### src/rtl/qdec_cabac_ctu_sched.sv
// CABAC CTU scheduler: walks a picture in raster order, issuing one CTU at a
// time to the CTU decoder, with slice-end, per-CTU watchdog and abort handling.
module qdec_cabac_ctu_sched #(
  parameter int          CTU_DIM_W   = 10,
  parameter int          TIMEOUT_W   = 16,
  parameter int unsigned TIMEOUT_MAX = 16'hFFFF
) (
  input  logic                   clk,
  input  logic                   rst,
  input  logic                   cabac_start,
  input  logic [CTU_DIM_W-1:0]   pic_w_ctu,
  input  logic [CTU_DIM_W-1:0]   pic_h_ctu,
  input  logic                   abort,
  output logic                   ctu_start,
  output logic [CTU_DIM_W-1:0]   ctu_x,
  output logic [CTU_DIM_W-1:0]   ctu_y,
  input  logic                   ctu_done,
  input  logic                   end_of_slice,
  output logic [2*CTU_DIM_W-1:0] ctu_count,
  output logic                   busy,
  output logic                   frame_done,
  output logic                   err_timeout,
  output logic                   err_cfg
);

  localparam logic [2:0] S_IDLE  = 3'd0;
  localparam logic [2:0] S_LOAD  = 3'd1;
  localparam logic [2:0] S_ISSUE = 3'd2;
  localparam logic [2:0] S_WAIT  = 3'd3;
  localparam logic [2:0] S_NEXT  = 3'd4;
  localparam logic [2:0] S_DONE  = 3'd5;
  localparam logic [2:0] S_ERR   = 3'd6;

  localparam logic [CTU_DIM_W-1:0]   DIM_ONE = CTU_DIM_W'(1);
  localparam logic [TIMEOUT_W-1:0]   WD_LAST = TIMEOUT_W'(TIMEOUT_MAX - 1);
  localparam logic [2*CTU_DIM_W-1:0] CNT_MAX = '1;

  logic [2:0]           state;
  logic [CTU_DIM_W-1:0] pic_w_q;
  logic [CTU_DIM_W-1:0] pic_h_q;
  logic [TIMEOUT_W-1:0] watchdog;
  logic                 last_col;
  logic                 last_row;

  // Position tests use the dimensions captured in LOAD, never the live inputs.
  assign last_col = (ctu_x == pic_w_q - DIM_ONE);
  assign last_row = (ctu_y == pic_h_q - DIM_ONE);

  assign ctu_start  = (state == S_ISSUE);
  assign frame_done = (state == S_DONE);
  assign busy       = (state == S_LOAD) || (state == S_ISSUE) || (state == S_WAIT) ||
                      (state == S_NEXT) || (state == S_DONE);

  // NOTE: every register here is state, so all updates are non-blocking and the
  // synchronous reset clears each one explicitly, including the latched dimensions.
  always_ff @(posedge clk) begin
    if (rst) begin
      state       <= S_IDLE;
      pic_w_q     <= '0;
      pic_h_q     <= '0;
      ctu_x       <= '0;
      ctu_y       <= '0;
      ctu_count   <= '0;
      watchdog    <= '0;
      err_timeout <= 1'b0;
      err_cfg     <= 1'b0;
    end else if (abort && state != S_IDLE) begin
      // Abort overrides every other transition; sticky flags survive until the next start.
      state <= S_IDLE;
    end else begin
      case (state)
        S_IDLE: begin
          if (cabac_start) begin
            state       <= S_LOAD;
            ctu_count   <= '0;
            err_timeout <= 1'b0;
            err_cfg     <= 1'b0;
          end
        end
        S_LOAD: begin
          pic_w_q <= pic_w_ctu;
          pic_h_q <= pic_h_ctu;
          ctu_x   <= '0;
          ctu_y   <= '0;
          if (pic_w_ctu == '0 || pic_h_ctu == '0) begin
            state   <= S_ERR;
            err_cfg <= 1'b1;
          end else begin
            state <= S_ISSUE;
          end
        end
        S_ISSUE: begin
          watchdog <= '0;
          state    <= S_WAIT;
        end
        S_WAIT: begin
          // A completion in the final watchdog cycle still counts as a completion.
          if (ctu_done) begin
            if (ctu_count != CNT_MAX) ctu_count <= ctu_count + 1'b1;
            if (end_of_slice || (last_col && last_row)) state <= S_DONE;
            else                                        state <= S_NEXT;
          end else if (watchdog == WD_LAST) begin
            state       <= S_ERR;
            err_timeout <= 1'b1;
          end else begin
            watchdog <= watchdog + 1'b1;
          end
        end
        S_NEXT: begin
          if (last_col) begin
            ctu_x <= '0;
            ctu_y <= ctu_y + DIM_ONE;
          end else begin
            ctu_x <= ctu_x + DIM_ONE;
          end
          state <= S_ISSUE;
        end
        S_DONE: state <= S_IDLE;
        S_ERR: begin
          if (cabac_start) begin
            state       <= S_LOAD;
            ctu_count   <= '0;
            err_timeout <= 1'b0;
            err_cfg     <= 1'b0;
          end
        end
        default: state <= S_IDLE;
      endcase
    end
  end

endmodule
### config.mk
export PLATFORM = sky130hd
export DESIGN_NAME = qdec_cabac_ctu_sched
export DESIGN_NICKNAME = d
export VERILOG_FILES = /design/src/rtl/qdec_cabac_ctu_sched.sv
export SDC_FILE = /design/constraint.sdc
export NUM_CORES = 1
export LEC_CHECK = 0
export BUFFER_PORTS_ARGS = -buffer_cell sky130_fd_sc_hd__buf_2
export CAP_MARGIN = 20
export CORE_MARGIN = 5
export CORE_UTILIZATION = 35
export CTS_CLUSTER_SIZE = 16
export DETAILED_ROUTE_END_ITERATION = 6
export GPL_TIMING_DRIVEN = 1
export HOLD_SLACK_MARGIN = 0.1
export PLACE_DENSITY = 0.55
export REMOVE_ABC_BUFFERS = 1
export SKIP_LAST_GASP = 1
export SYNTH_ARGS = -nofsm -noshare
export SYNTH_HDL_FRONTEND = slang
export SYNTH_SLANG_ARGS = --single-unit
### constraint.sdc
create_clock -name clk -period 2.3 [get_ports clk]
set_clock_uncertainty 0.2 [all_clocks]
set_input_delay 0.115 -clock clk [delete_from_list [all_inputs] [get_ports clk]]
set_output_delay 0.115 -clock clk [all_outputs]
set_load 0.02 [all_outputs]
After elaboration in Yosys (flattened, before gate mapping)
Cells that the tools add are included.

Flip-flop bits (word level): 81. Output and inout port bits: 45. Logic and storage cells: 84.

Add/subtract/negate cells: 6. Equality and inequality tests: 19. Multiplexer cells: 23. Bitwise logic cells: 1. Reductions and logical operators: 26.

Operators by type and width (count): two-way mux 20 bit (3); case mux 10 bit (2 select lines) (2); case mux 20 bit (2 select lines) (1); two-way mux 16 bit (2); case mux 16 bit (2 select lines) (1); adder 10 x 1 -> 10 bit (second input constant) (2); adder 20 x 1 -> 20 bit (second input constant) (1); equality test 10 bit (2); logical NOT 10 bit (2); two-way mux 10 bit (2); inequality test 20 bit (second input constant) (1); subtractor 10 x 1 -> 10 bit (second input constant) (2); adder 16 x 1 -> 16 bit (second input constant) (1); equality test 16 bit (second input constant) (1); case mux 3 bit (5 select lines) (1); two-way mux 3 bit (4); AND reduction 5 bit (2); equality test 3 bit (second input constant) (3); inequality test 2 x 1 -> 1 bit (second input constant) (4); inequality test 2 bit (second input constant) (4); AND reduction 4 bit (2); nonzero test 2 bit (4); equality test 3 x 2 -> 1 bit (second input constant) (2); logical OR 1 bit (6); other kinds (11) (20).

Depth between registers and ports, before layout
Word-level depth: 7. Mapped depth: 11. Gate-level depth less buffers: 8.

Worst setup path after synthesis
OpenSTA, ideal clock, no wires.

Kind: register to register. From: reg pic_w_q[0]. To: reg ctu_y[6]. Setup time: 0.120 ns. Arrival: 2.079 ns. Path slack: -0.098 ns. Stages on the path, launching flop included: 12. Path through: dfxtp_1 > buf_2 > inv_1 > ha_1 > xnor2_1 > xnor2_1 > nor4_1 > nand4_2 > buf_2 > buf_4 > o211ai_1 > nand2_1.

Longest elaborated chain between the ends: 4.

Ends and longest elaborated chain: start: declaration (RTL line 39) `logic [CTU_DIM_W-1:0] pic_w_q;`; start signal: assignment (RTL line 81) `pic_w_q <= pic_w_ctu;`; subtractor 10 x 1 -> 10 bit (RTL line 46) `assign last_col = (ctu_x == pic_w_q - DIM_ONE);`; equality test 10 bit (RTL line 46); inequality test 2 bit (no source line); AND reduction 3 bit (no source line); end signal: assignment (RTL line 112) `ctu_y <= ctu_y + DIM_ONE;`; end: declaration (RTL line 16) `output logic [CTU_DIM_W-1:0] ctu_y,`.

Every way passes these cells. A chain may end at the register's enable or synchronous reset.

Worst setup path after layout
From: reg pic_w_q[4]. To: reg ctu_y[2].

The elaborated chain is that of the path after synthesis.

==> key figures <==
Run status
  • Outcome: complete, but fails checks
  • Violated checks: negative setup slack

Pwr
  • Worst VDD drop: approximately 0.37 mV
  • Overall Power: 0.00350 W
  • Sw frac: 25.6%
  • Pwr Density: 556 nW/um2
  • Combinational Power Share: 14.2%
  • Net Sw Power: 0.000895 W
  • Int Power: 0.00261 W
  • Leak: 2.55 nW
  • Flop pwr share: roughly 42%
  • Clk pwr share: 44.4%

Routing
  • Per-cell routed wire length: about 14 um
  • Final ANT Viol Nets: 0
  • WL final: around 13 mm
  • Post-detailed-route via-to-cell ratio: 5.08
  • DR vias: 4526
  • DR pass1 iterations: 4
  • DRC errors left: 0
  • Initial DRC count: roughly 160

Synthesis
  • Synth cell types: 55
  • Cell Area, Synth: 4500 um2
  • Most frequent cells after synthesis: dfxtp_1 (81), nand2_1 (77), nor2_1 (59)
  • Ranking of synthesized cells by area: dfxtp_1 (36%), xnor2_1 (7.0%), nand2_1 (6.4%)
  • Yosys top cell by area: dfxtp_1
  • Post-Synthesis Cells: 567
  • Yosys reg bits: 81
  • EDFF count, synth: 0
  • Synth warn: 0
  • Count leader, synth: dfxtp_1
  • Top cell type's share of synthesized area: a little over a third
  • Sequential share of the synthesized area: around 36%
  • Asr flop ratio synth: 0%
  • Ys flop type: dfxtp_1
  • Syn avg cell area: 7.94 um2

Timing
  • Min cycle time layout: 2.35 ns
  • Worst slew pin tran: 0.495 ns
  • Slew Limit Fails: 0
  • Worst slew margin: 66.9%
  • Setup TNS: -0.0903 ns
  • WHS: about 0.27 ns
  • Fin. Hold Viols: 0
  • Fmax: 0.426 GHz
  • Final Setup Violations: 2
  • Final period utilization: 102%
  • RSZ-0062 raised after global routing: true
  • Final WS setup: -0.0479 ns

Setup path
  • Arr. time, crit path: 2.43 ns
  • CP Capture Type: flop
  • Startpoint types: flop
  • Critical path type: flop to flop
  • Crit-path max FO: 5
  • CP Launch Point: pic_w_q[4]
  • Reg2Reg Launch Point: pic_w_q[4]
  • Critical Path RT: 2.38 ns

Die
  • Row cnt: 41
  • I/O Pins: 71
  • Die Y: 123 um
  • CORE AREA: 12600 um2
  • Die area: 15200 um2
  • Initial core utilization: 35.7%
  • Die width: about 120 um

Global routing
  • Antenna violations before repair: 0
  • GRT Residual Overflow: 0
  • Vias in the first global route: around 4200
  • Largest net degree at the start of global routing: 27
  • First-pass GRT wire length: 20.5 mm
  • Total GRT Usage: between 10% and 20%

Clock network
  • Worst-skew pair later-pin latency: 0.34 ns
  • Clk sinks: slightly above 80
  • CTS buffer count: 9
  • Reg clk slew, reported paths: 0.06 ns
  • CTS tree: yes
  • Root Driver: clkbuf_16
  • Clk buf depth: 2
  • CTS H-tree lvls: 3

Placement
  • Dpl hpwl: 9.03 mm
  • Gpl congestion: 0.812
  • # port buffers: 70
  • Setup WS pre-CTS: -0.134 ns

Min path
  • Worst hold path type: flop to flop
  • Hold_sp: err_cfg

Layout
  • Final core occ: between 40% and 50%
  • Layout cell share with drive strength beyond 1: between 20 and 30%
  • Antenna diode count: 0
  • Nets: 747
  • Syn-to-layout area delta: 39.9%
  • Fillers: 1283

Run
  • Max-cap violations: 0
path summary, 6_finish.rpt:
kind,end,cells after the start,slack (ns)
max,ctu_y[2],8,-0.05
min,err_cfg,2,0.27
max reg2reg,ctu_y[2],8,-0.05
min reg2reg,err_cfg,2,0.27
registers in the layout (all words and copies together), names as in the netlist:
signal	flops
err_timeout	1
pic_h_q	10
watchdog	16
ctu_x	10
err_cfg	1
pic_w_q	10
ctu_count	20
ctu_y	10
state	3
per-layer routing:
layer	vias up	share of wire (%)	GRT usage (%)
met4	0	0.84	4.08
met1	2143	47	21.9
met2	77	48	27.3
met3	8	4.6	5.35
met5	-	0	0
li1	2298	-	-
what timing repair did:
item | 4_1_cts | 5_1_grt
gates cloned | 0 | 1
resized for setup | 8 | 45
pin swaps | 3 | 24
hold buffers | 26 | 0
buffers inserted | 0 | 4
endpoints found under the setup margin | 35 | 36
endpoints found under the hold margin | 30 | 0
worst max-delay path, cell delays in order (launching register included):
cell and delay, ns:
dfxtp_1 0.37, buf_4 0.17, nor4_4 0.32, nand4_1 0.17, a21oi_2 0.21, nand4_4 0.15, buf_6 0.16, or4_4 0.41
a21oi_2 0.12
per-stage QoR:
step,instance area [um2],std cells
floorplan,4380,541
global placement,5420,844
detailed placement,5420,844
CTS,6040,886
global route,6290,891
finish,6290,891
cell type report:
cell class	instances	area, um2	share of cell area, %
Multi-Input combinational cell	448	2950	46.8
Sequential cell	81	1630	25.9
Timing Repair Buffer	161	1130	18.0
Clock buffer	9	225	3.58
Tap cell	172	215	3.42
Clock inverter	7	95.1	1.51
Inverter	13	48.8	0.775
cell usage in the layout (no fill, tap or decap), types with 7 or more instances in the layout:
| cell type | n |
|---|---|
| nand2b_1 | 8 |
| dfxtp_1 | 77 |
| xor2_1 | 28 |
| nand4_1 | 15 |
| nand2_1 | 77 |
| buf_4 | 60 |
| xnor2_1 | 34 |
| a21oi_1 | 27 |
| or4_1 | 7 |
| nor3_1 | 17 |
| and3_1 | 16 |
| buf_2 | 69 |
| o21ai_0 | 11 |
| nand3_1 | 35 |
| dlygate4sd3_1 | 26 |
| nor2_1 | 59 |
| clkbuf_16 | 9 |
| inv_1 | 11 |
cell families after synthesis:
| group | Yosys count | share of synthesized area [%] |
|---|---|---|
| adder cells (fa/ha/maj) | 7 | 1.95 |
| multiplexers | 6 | 1.33 |
| XOR/XNOR | 64 | 12.5 |
| AO/OA/AOI/OAI | 76 | 10.8 |
| flip-flops | 81 | 36.0 |
| buffers and inverters | 39 | 3.73 |
| AND/OR/NAND/NOR | 294 | 33.6 |
power by group through the flow:
| stage | Combinational [W] | Clock [W] | Sequential, W |
|---|---|---|---|
| floorplan | 0.000225 | 0 | 0.00149 |
| global placement | 0.000400 | 0 | 0.00148 |
| detailed placement | 0.000407 | 0 | 0.00148 |
| CTS | 0.000447 | 0.00160 | 0.00145 |
| global route | 0.000543 | 0.00166 | 0.00145 |
| finish | 0.000497 | 0.00155 | 0.00145 |
Power figures use the tool's default switching activity.
